**config.mk**
```make
export PLATFORM = sky130hd
export DESIGN_NAME = dmem_access_unit
export DESIGN_NICKNAME = d
export VERILOG_FILES = /design/src/rtl/dmem_pkg.sv /design/src/rtl/dmem_store_buffer.sv /design/src/rtl/dmem_access_unit.sv
export SDC_FILE = /design/constraint.sdc
export NUM_CORES = 1
export LEC_CHECK = 0
export ABC_AREA = 1
export CORE_MARGIN = 1
export CORE_UTILIZATION = 48
export CTS_BUF_LIST = sky130_fd_sc_hd__clkbuf_16
export CTS_CLUSTER_SIZE = 16
export DETAILED_ROUTE_END_ITERATION = 7
export PLACE_DENSITY = 0.83
export RECOVER_POWER = 100
export SLEW_MARGIN = 30
export SYNTH_ARGS = -nofsm -noshare
export SYNTH_HDL_FRONTEND = slang
export SYNTH_SLANG_ARGS = --single-unit
```
**constraint.sdc**
```tcl
create_clock -name i_clk -period 5.4 [get_ports i_clk]
set_clock_uncertainty 0.1 [all_clocks]
set_input_delay 0.54 -clock i_clk [delete_from_list [all_inputs] [get_ports i_clk]]
set_output_delay 0.54 -clock i_clk [all_outputs]
set_load 0.02 [all_outputs]
```
**src/rtl/dmem_pkg.sv**
```systemverilog
// rtl/dmem_pkg.sv - shared types and helpers for the data-memory access unit
package dmem_pkg;

    localparam int AW_DEF = 7;

    typedef enum logic {
        IDLE = 1'b0,
        RD   = 1'b1
    } state_t;

    typedef struct packed {
        logic [AW_DEF-1:0] idx;
        logic [31:0]       data;
    } sb_entry_t;

    // Byte address to SRAM word index; upper address bits alias onto the macro.
    function automatic logic [AW_DEF-1:0] word_idx(input logic [31:0] addr);
        return addr[AW_DEF+1:2];
    endfunction

endpackage

```
**src/rtl/dmem_store_buffer.sv**
```systemverilog
// rtl/dmem_store_buffer.sv - FIFO store buffer with youngest-match load lookup
module dmem_store_buffer
    import dmem_pkg::*;
#(
    parameter  int SB_DEPTH = 2,
    localparam int PW       = $clog2(SB_DEPTH),
    localparam int CW       = PW + 1
) (
    input  logic              clk,
    input  logic              rst,
    input  logic              i_push,
    input  sb_entry_t         i_push_entry,
    input  logic              i_pop,
    output sb_entry_t         o_head,
    output logic [CW-1:0]     o_count,
    input  logic [AW_DEF-1:0] i_lookup_idx,
    output logic              o_hit,
    output logic [31:0]       o_hit_data
);

    sb_entry_t     r_mem [SB_DEPTH];
    logic [PW-1:0] r_head;
    logic [PW-1:0] r_tail;
    logic [CW-1:0] r_count;

    // Storage is cleared on reset so the idle SRAM address/data read as zero.
    always_ff @(posedge clk or posedge rst) begin
        if (rst) begin
            for (int i = 0; i < SB_DEPTH; i++) begin
                r_mem[i] <= '0;
            end
            r_head  <= '0;
            r_tail  <= '0;
            r_count <= '0;
        end else begin
            if (i_push) begin
                r_mem[r_tail] <= i_push_entry;
                r_tail        <= r_tail + 1'b1;
            end
            if (i_pop) begin
                r_head <= r_head + 1'b1;
            end
            if (i_push && !i_pop) begin
                r_count <= r_count + 1'b1;
            end else if (!i_push && i_pop) begin
                r_count <= r_count - 1'b1;
            end
        end
    end

    // Walk from oldest to youngest so the last match found wins.
    always_comb begin
        o_hit      = 1'b0;
        o_hit_data = '0;
        for (int i = 0; i < SB_DEPTH; i++) begin
            if ((CW'(i) < r_count) && (r_mem[r_head + PW'(i)].idx == i_lookup_idx)) begin
                o_hit      = 1'b1;
                o_hit_data = r_mem[r_head + PW'(i)].data;
            end
        end
    end

    assign o_head  = r_mem[r_head];
    assign o_count = r_count;

endmodule

```
**src/rtl/dmem_access_unit.sv**
```systemverilog
// rtl/dmem_access_unit.sv - CPU load/store front end driving an active-low SRAM macro
module dmem_access_unit
    import dmem_pkg::*;
#(
    parameter  int AW       = AW_DEF,
    parameter  int SB_DEPTH = 2,
    localparam int CW       = $clog2(SB_DEPTH) + 1
) (
    input  logic          i_clk,
    input  logic          i_rst,
    input  logic          i_req_valid,
    output logic          o_req_ready,
    input  logic          i_req_we,
    input  logic [31:0]   i_req_addr,
    input  logic [31:0]   i_req_wdata,
    output logic          o_resp_valid,
    output logic [31:0]   o_resp_rdata,
    output logic          o_misalign,
    output logic          o_sb_empty,
    output logic          o_mem_cen,
    output logic          o_mem_wen,
    output logic          o_mem_oen,
    output logic [AW-1:0] o_mem_a,
    output logic [31:0]   o_mem_d,
    input  logic [31:0]   i_mem_q
);

    state_t            r_state;
    state_t            w_state_nxt;
    logic [AW_DEF-1:0] r_rd_idx;
    logic              r_resp_valid;
    logic [31:0]       r_resp_rdata;
    logic              r_misalign;

    logic              w_accept;
    logic              w_aligned;
    logic [AW_DEF-1:0] w_idx;
    logic              w_push;
    logic              w_drain;
    sb_entry_t         w_push_entry;
    sb_entry_t         w_head;
    logic [CW-1:0]     w_count;
    logic              w_hit;
    logic [31:0]       w_hit_data;

    assign o_req_ready  = !i_rst && (r_state == IDLE) && (w_count < CW'(SB_DEPTH));
    assign w_accept     = i_req_valid && o_req_ready;
    assign w_aligned    = (i_req_addr[1:0] == 2'b00);
    assign w_idx        = word_idx(i_req_addr);
    assign w_push       = w_accept && i_req_we && w_aligned;
    assign w_push_entry = '{idx: w_idx, data: i_req_wdata};
    // Accepted requests win the SRAM port; the buffer drains only in gaps.
    assign w_drain      = (r_state == IDLE) && (w_count != '0) && !w_accept;

    dmem_store_buffer #(
        .SB_DEPTH (SB_DEPTH)
    ) u_store_buffer (
        .clk          (i_clk),
        .rst          (i_rst),
        .i_push       (w_push),
        .i_push_entry (w_push_entry),
        .i_pop        (w_drain),
        .o_head       (w_head),
        .o_count      (w_count),
        .i_lookup_idx (w_idx),
        .o_hit        (w_hit),
        .o_hit_data   (w_hit_data)
    );

    always_ff @(posedge i_clk or posedge i_rst) begin
        if (i_rst) begin
            r_state <= IDLE;
        end else begin
            r_state <= w_state_nxt;
        end
    end

    always_comb begin
        w_state_nxt = r_state;
        case (r_state)
            IDLE: begin
                if (w_accept && !i_req_we && w_aligned && !w_hit) begin
                    w_state_nxt = RD;
                end
            end
            RD:      w_state_nxt = IDLE;
            default: w_state_nxt = IDLE;
        endcase
    end

    always_ff @(posedge i_clk or posedge i_rst) begin
        if (i_rst) begin
            r_rd_idx     <= '0;
            r_resp_valid <= 1'b0;
            r_resp_rdata <= '0;
            r_misalign   <= 1'b0;
        end else begin
            r_resp_valid <= 1'b0;
            r_misalign   <= 1'b0;
            if (r_state == RD) begin
                r_resp_valid <= 1'b1;
                r_resp_rdata <= i_mem_q;
            end else if (w_accept) begin
                if (!w_aligned) begin
                    r_misalign <= 1'b1;
                    if (!i_req_we) begin
                        r_resp_valid <= 1'b1;
                        r_resp_rdata <= '0;
                    end
                end else if (!i_req_we) begin
                    if (w_hit) begin
                        r_resp_valid <= 1'b1;
                        r_resp_rdata <= w_hit_data;
                    end else begin
                        r_rd_idx <= w_idx;
                    end
                end
            end
        end
    end

    assign o_resp_valid = r_resp_valid;
    assign o_resp_rdata = r_resp_rdata;
    assign o_misalign   = r_misalign;
    assign o_sb_empty   = (w_count == '0);
    assign o_mem_cen    = !((r_state == RD) || w_drain);
    assign o_mem_wen    = !w_drain;
    assign o_mem_oen    = 1'b0;
    assign o_mem_a      = (r_state == RD) ? AW'(r_rd_idx) : AW'(w_head.idx);
    assign o_mem_d      = w_head.data;

endmodule

```
Word-level counts from Yosys, hierarchy flattened
Cells that the tools add are included.
{"block": "word_totals", "output_inout_bits": 78, "inputBits": 100, "reg_bits": 124, "word_cells": 96}
{"block": "classes", "n_mux": 33, "reduce_logical": 30, "n_bitwise": 6, "addsub": 4, "order_cmp": 7, "n_eq_ne": 4}
{"operator": "39-bit 2-to-1 mux", "n": 7}
{"operator": "32-bit 2-to-1 mux", "n": 8}
{"operator": "78-bit bitwise mux", "n": 1}
{"operator": "39-bit demux with 1-bit select", "n": 1}
{"operator": "1-bit logical AND", "n": 15}
{"operator": "7-bit equality test", "n": 2}
{"operator": "1-bit 2-to-1 mux", "n": 12}
{"operator": "1-bit zero test", "n": 7}
{"operator": "7-bit 2-to-1 mux", "n": 1}
{"operator": "2-bit greater-or-equal comparator (second input constant)", "n": 3}
{"operator": "1-bit NOT with 2-bit output", "n": 3}
{"operator": "2-bit nonzero test", "n": 3}
{"operator": "5-bit AND reduction", "n": 1}
{"operator": "2-bit zero test", "n": 2}
{"operator": "1-bit by 2-bit < comparator with 1-bit output (first input constant)", "n": 2}
{"operator": "2-bit 2-to-1 mux", "n": 2}
{"operator": "3-bit by 2-bit != test with 1-bit output (second input constant)", "n": 1}
{"operator": "1-bit NOT", "n": 3}
{"operator": "3-bit AND reduction", "n": 1}
{"operator": "1-bit adder (second input constant)", "n": 2}
{"operator": "2-bit by 1-bit adder with 2-bit output (second input constant)", "n": 1}
{"operator": "2-bit by 1-bit < comparator with 1-bit output (second input constant)", "n": 1}
{"operator": "2-bit < comparator (second input constant)", "n": 1}
{"operator": "2-bit by 1-bit != test with 1-bit output (second input constant)", "n": 1}
{"operator": "3 further kinds", "n": 3}

Logic depth before layout (Yosys ltp)
{"block": "depth", "word_depth": 13, "depth_mapped": 16, "mapped_depth_nobuf": 14}

Hierarchy
From an unflattened synthesis, not the netlist that was laid out.
{"block": "unflattened", "cells_unflattened": 1061, "hier_area_um2": 7337.0}
{"mod": "dmem_store_buffer", "seq_area_each_um2": 2052.0, "n_inst": 1, "area_each_um2": 4969.8, "cells_per_inst": 737}
{"mod": "dmem_access_unit", "seq_area_each_um2": 1051.0, "n_inst": 1, "area_each_um2": 2367.3, "cells_per_inst": 324}

Worst setup path before layout
No wires, ideal clock.
{"block": "synth_timing", "path_kind": "input-to-reg", "start": "input port i_rst", "end": "register u_store_buffer.r_mem[0] (netlist name)", "t_arrival_ns": 1.918, "stages": 8, "setup_time_ns": 0.133, "slack_ns": 3.250, "n_path_buf": 2, "required_time_ns": 5.167, "cell_sequence": "nor3_2 nand2_1 nor3_2 nand2_1 buf_2 buf_2 nand2_1 o21ai_0"}
{"block": "synth_between", "elab_chain_len": 6}
{"element": "from (decl)", "line": "dmem_access_unit.sv:10", "source": "input logic i_rst,"}
{"element": "1-bit zero test (no line)"}
{"element": "1-bit logical AND (2 in a row)", "line": "dmem_access_unit.sv:46", "source": "assign o_req_ready = !i_rst && (r_state == IDLE) && (w_count < CW'(SB_DEPTH));"}
{"element": "1-bit logical AND", "line": "dmem_access_unit.sv:47", "source": "assign w_accept = i_req_valid && o_req_ready;"}
{"element": "1-bit logical AND (2 in a row)", "line": "dmem_access_unit.sv:50", "source": "assign w_push = w_accept && i_req_we && w_aligned;"}
{"element": "to (signal, indexed assignment)", "line": "dmem_store_buffer.sv:37", "source": "r_mem[r_tail] <= i_push_entry;"}
{"element": "to (decl)", "line": "dmem_store_buffer.sv:21", "source": "sb_entry_t r_mem [SB_DEPTH];"}
No other way between the ends.
A chain may end at the register's enable or synchronous reset.

Worst setup path after layout
{"block": "layout_timing", "start": "register u_store_buffer.r_head", "end": "output port o_mem_d[27]"}
{"block": "layout_between", "elab_chain_len": 4}
{"element": "from (decl)", "line": "dmem_store_buffer.sv:22", "source": "logic [PW-1:0] r_head;"}
{"element": "from (signal assigned)", "line": "dmem_store_buffer.sv:41", "source": "r_head <= r_head + 1'b1;"}
{"element": "1-bit NOT with 2-bit output (implied by the code)", "line": "dmem_store_buffer.sv:63", "source": "assign o_head = r_mem[r_head];"}
{"element": "39-bit 2-to-1 mux (implied by the code) (3 in a row)", "line": "dmem_store_buffer.sv:63"}
{"element": "to (decl)", "line": "dmem_access_unit.sv:24", "source": "output logic [31:0] o_mem_d,"}
No other way between the ends. The select of a mux whose other input is x is not followed.

==> key figures <==
Outcome
  • Status: finished with violations
  • Failing checks: max-capacitance violations, max-slew violations

Yosys
  • EDFF count, synth: 0
  • Sequential share of the synthesized area: between 40% and 50%
  • Syn avg cell area: roughly 6.9 sq um
  • Netlist cell types: 27
  • Mapped Cells: between 1000 and 1500
  • Post-Syn Nets: 1106
  • Post-synth top area share: 45.0%
  • Synthesis-stage register bit count: ~120
  • Area contributors post-synth: dfrtp_1 (45%), nand2_1 (25%), o21ai_0 (10%)
  • Commonest cells post-synth: nand2_1 (452), o21ai_0 (142), dfrtp_1 (124), inv_1 (89), nand3_1 (48)
  • Asr flop ratio synth: 100%
  • Largest area contributor in the netlist: dfrtp_1
  • Yosys warning count: 0
  • Post-Syn Area: just under 7000 sq um
  • Count leader, synth: nand2_1
  • Most used flip-flop cell after synthesis: dfrtp_1

Critical path
  • Slowest stage delay, CP: between 1 and 1.5 ns
  • Crit path DAT: ~3.5 ns
  • Crit-path cells: clkbuf_2 -> o21ai_0 -> dlygate4sd3_1
  • CP top delay family: buffers and inverters
  • Crit end category: output port
  • Startpoint Class: flip-flop
  • Slowest CP cell: clkbuf_2
  • CP required: 4.76 ns
  • CP Buf/Inv Count: 2
  • Crit Path Max Fanout: between 80 and 90
  • Setup CP Type: flip-flop to output port

Routing
  • Wire length per cell: 14.6 um
  • Routed Antenna Nets: 0
  • Vias: 6911
  • Remaining routing DRC violations: 0
  • Vias/cell: 5.25
  • Routed wire length: about 19000 um
  • Drt first pass iters: 6
  • 1st-iter DRT viols: 503

STA
  • Worst-margin pin slew: between 3 and 4 ns
  • Fin Setup TNS: 0 ns
  • Final hold violations: 0
  • Tmin final: slightly above 4 ns
  • Max_slew headroom: -111%
  • Slew Viols, Final: about 200
  • Max Freq: approximately 240 MHz
  • RSZ-0062 raised after global routing: no
  • # setup viols final: 0
  • Final period util: between 70% and 80%

Placement
  • Gpl congestion: roughly 0.86
  • # port buffers: between 150 and 200
  • Dpl hpwl: approximately 12000 um

GRT
  • GRT overflow: 0
  • Initial antenna violation count: 1
  • Vias in the first global route: between 6000 and 7000
  • Total GRT Usage: a little over a quarter
  • First-pass GRT wire length: between 30000 and 40000 um
  • Largest net degree at the start of global routing: 89

Clock network
  • PostCTS Resize Cnt: 0
  • H-tree Lvls: 4
  • Clock transition at the registers of the reported paths: roughly 0.050 ns
  • CTS Buf Count: 17
  • # hold bufs at CTS: 0
  • CTS max path bufs: 2
  • Worst skew pair latency: 0.42 ns
  • Root Driver: clkbuf_16
  • Clk sinks: about 120
  • CTS tree: done
  • Post-CTS setup buffer count: 0

Cells and area
  • Area grow syn2layout: 29.7%
  • Reg area: 3110 sq um
  • Filler cells: 1251
  • Multi-input gate area: 3130 sq um
  • Nets: 1227
  • Number of diodes: 0
  • Post-layout util: about 64%
  • Layout cell share with drive strength beyond 1: roughly 3.6%

Die
  • Die Wd: about 120 um
  • Initial Util: between 40 and 50%
  • # IOs: between 150 and 200
  • DIE AREA: ~15000 sq um
  • Core area: 13900 sq um
  • Height of the chip: about 120 um
  • Rows: between 40 and 50

Pwr
  • Worst VDD drop: ~260 uV
  • PD cells: 464 nW/um^2
  • Leak Pwr: about 4.8 nW

Min path
  • Hold Crit Class: flip-flop to flip-flop

Job
  • Maxcap violations: 4
cells by family (layout without fill, tap and decap cells):
| logic type | after synthesis | after routing | share of synthesized area (%) |
|---|---|---|---|
| adders and majority gates | 3 | 3 | 0.545 |
| other | 1 | 1 | 0.0544 |
| and+or+nand+nor | 524 | 524 | 30.4 |
| buffers and inverters | 153 | 287 | 9.28 |
| xor gates and xnor gates | 4 | 4 | 0.508 |
| AOI/OAI and AO/OA | 194 | 194 | 14.2 |
| DFF | 124 | 124 | 45.0 |
cells in the final DEF, fill, tap and decap left out, drive strengths merged, types with 8 or more instances in the layout:
| cell type | instances |
|---|---|
| dlygate4sd3 | 74 |
| clkdlybuf4s50 | 79 |
| o21ai | 154 |
| dfrtp | 124 |
| nand2 | 453 |
| nor2 | 17 |
| clkbuf | 21 |
| clkinv | 8 |
| a21oi | 34 |
| nand3 | 51 |
| inv | 96 |
state kept, by name (all words and copies together) (netlist names):
name                    count
o_misalign                  1
o_resp_rdata               32
o_resp_valid                1
r_rd_idx                    7
r_state                     1
u_store_buffer.o_count      2
u_store_buffer.r_head       1
u_store_buffer.r_mem       78
u_store_buffer.r_tail       1
final cells by class:
type / instances / share of cell area [%]
sequential: 124 / 34.8
clock inverter: 15 / 1.30
clock buffer: 17 / 4.76
timing repair buffer: 162 / 17.7
tap: 180 / 2.52
multi-input combinational: 726 / 35.0
inverter: 93 / 3.95
routing by layer:
metal / vias up / share of wire (%) / track usage (%)
met3: 47 / 7.0 / 6.46
met1: 3196 / 43 / 33.3
met4: 2 / 2.6 / 12.0
li1: 3394 / - / -
met2: 272 / 48 / 44.8
met5: - / 0.067 / 0
tightest hold or removal path, delay by kind of cell, from the launching register on:
kind	cells	cell delay, ns
DFF	1	0.33
and+or+nand+nor	2	0.10
power breakdown:
| group | leakage (nW) | internal, mW | switching (mW) |
|---|---|---|---|
| clock | 0.279 | 0.659 | 0.402 |
| sequential | 1.66 | 1.21 | 0.238 |
| combinational | 2.87 | 0.624 | 1.01 |
worst paths after layout:
kind,start,endpoint,slack (ns),cells past startpoint
max,u_store_buffer.r_head,o_mem_d[27],1.27,3
min,o_resp_rdata[6],o_resp_rdata[6],0.37,2
max reg2reg,u_store_buffer.r_head,o_resp_rdata[22],1.40,13
min reg2reg,o_resp_rdata[6],o_resp_rdata[6],0.37,2
max in group asynchronous,i_rst,o_resp_rdata[28],1.57,3
min in group asynchronous,i_rst,u_store_buffer.r_mem[61],0.86,2
through the flow:
step / power [mW] / cell area, sq um / std cells / hold slack (ns) / setup WS (ns)
after floorplan: 2.52 / 6890 / 1003 / 0.353 / 1.46
after global placement: 3.09 / 8440 / 1285 / 0.361 / 1.82
after detailed placement: 3.14 / 8440 / 1285 / 0.364 / 1.77
after CTS: 4.23 / 8980 / 1317 / 0.380 / 1.76
after global routing: 4.43 / 8940 / 1317 / 0.392 / 0.934
final: 4.15 / 8940 / 1317 / 0.371 / 1.27
Note: power is estimated with default switching activity, not from simulation.
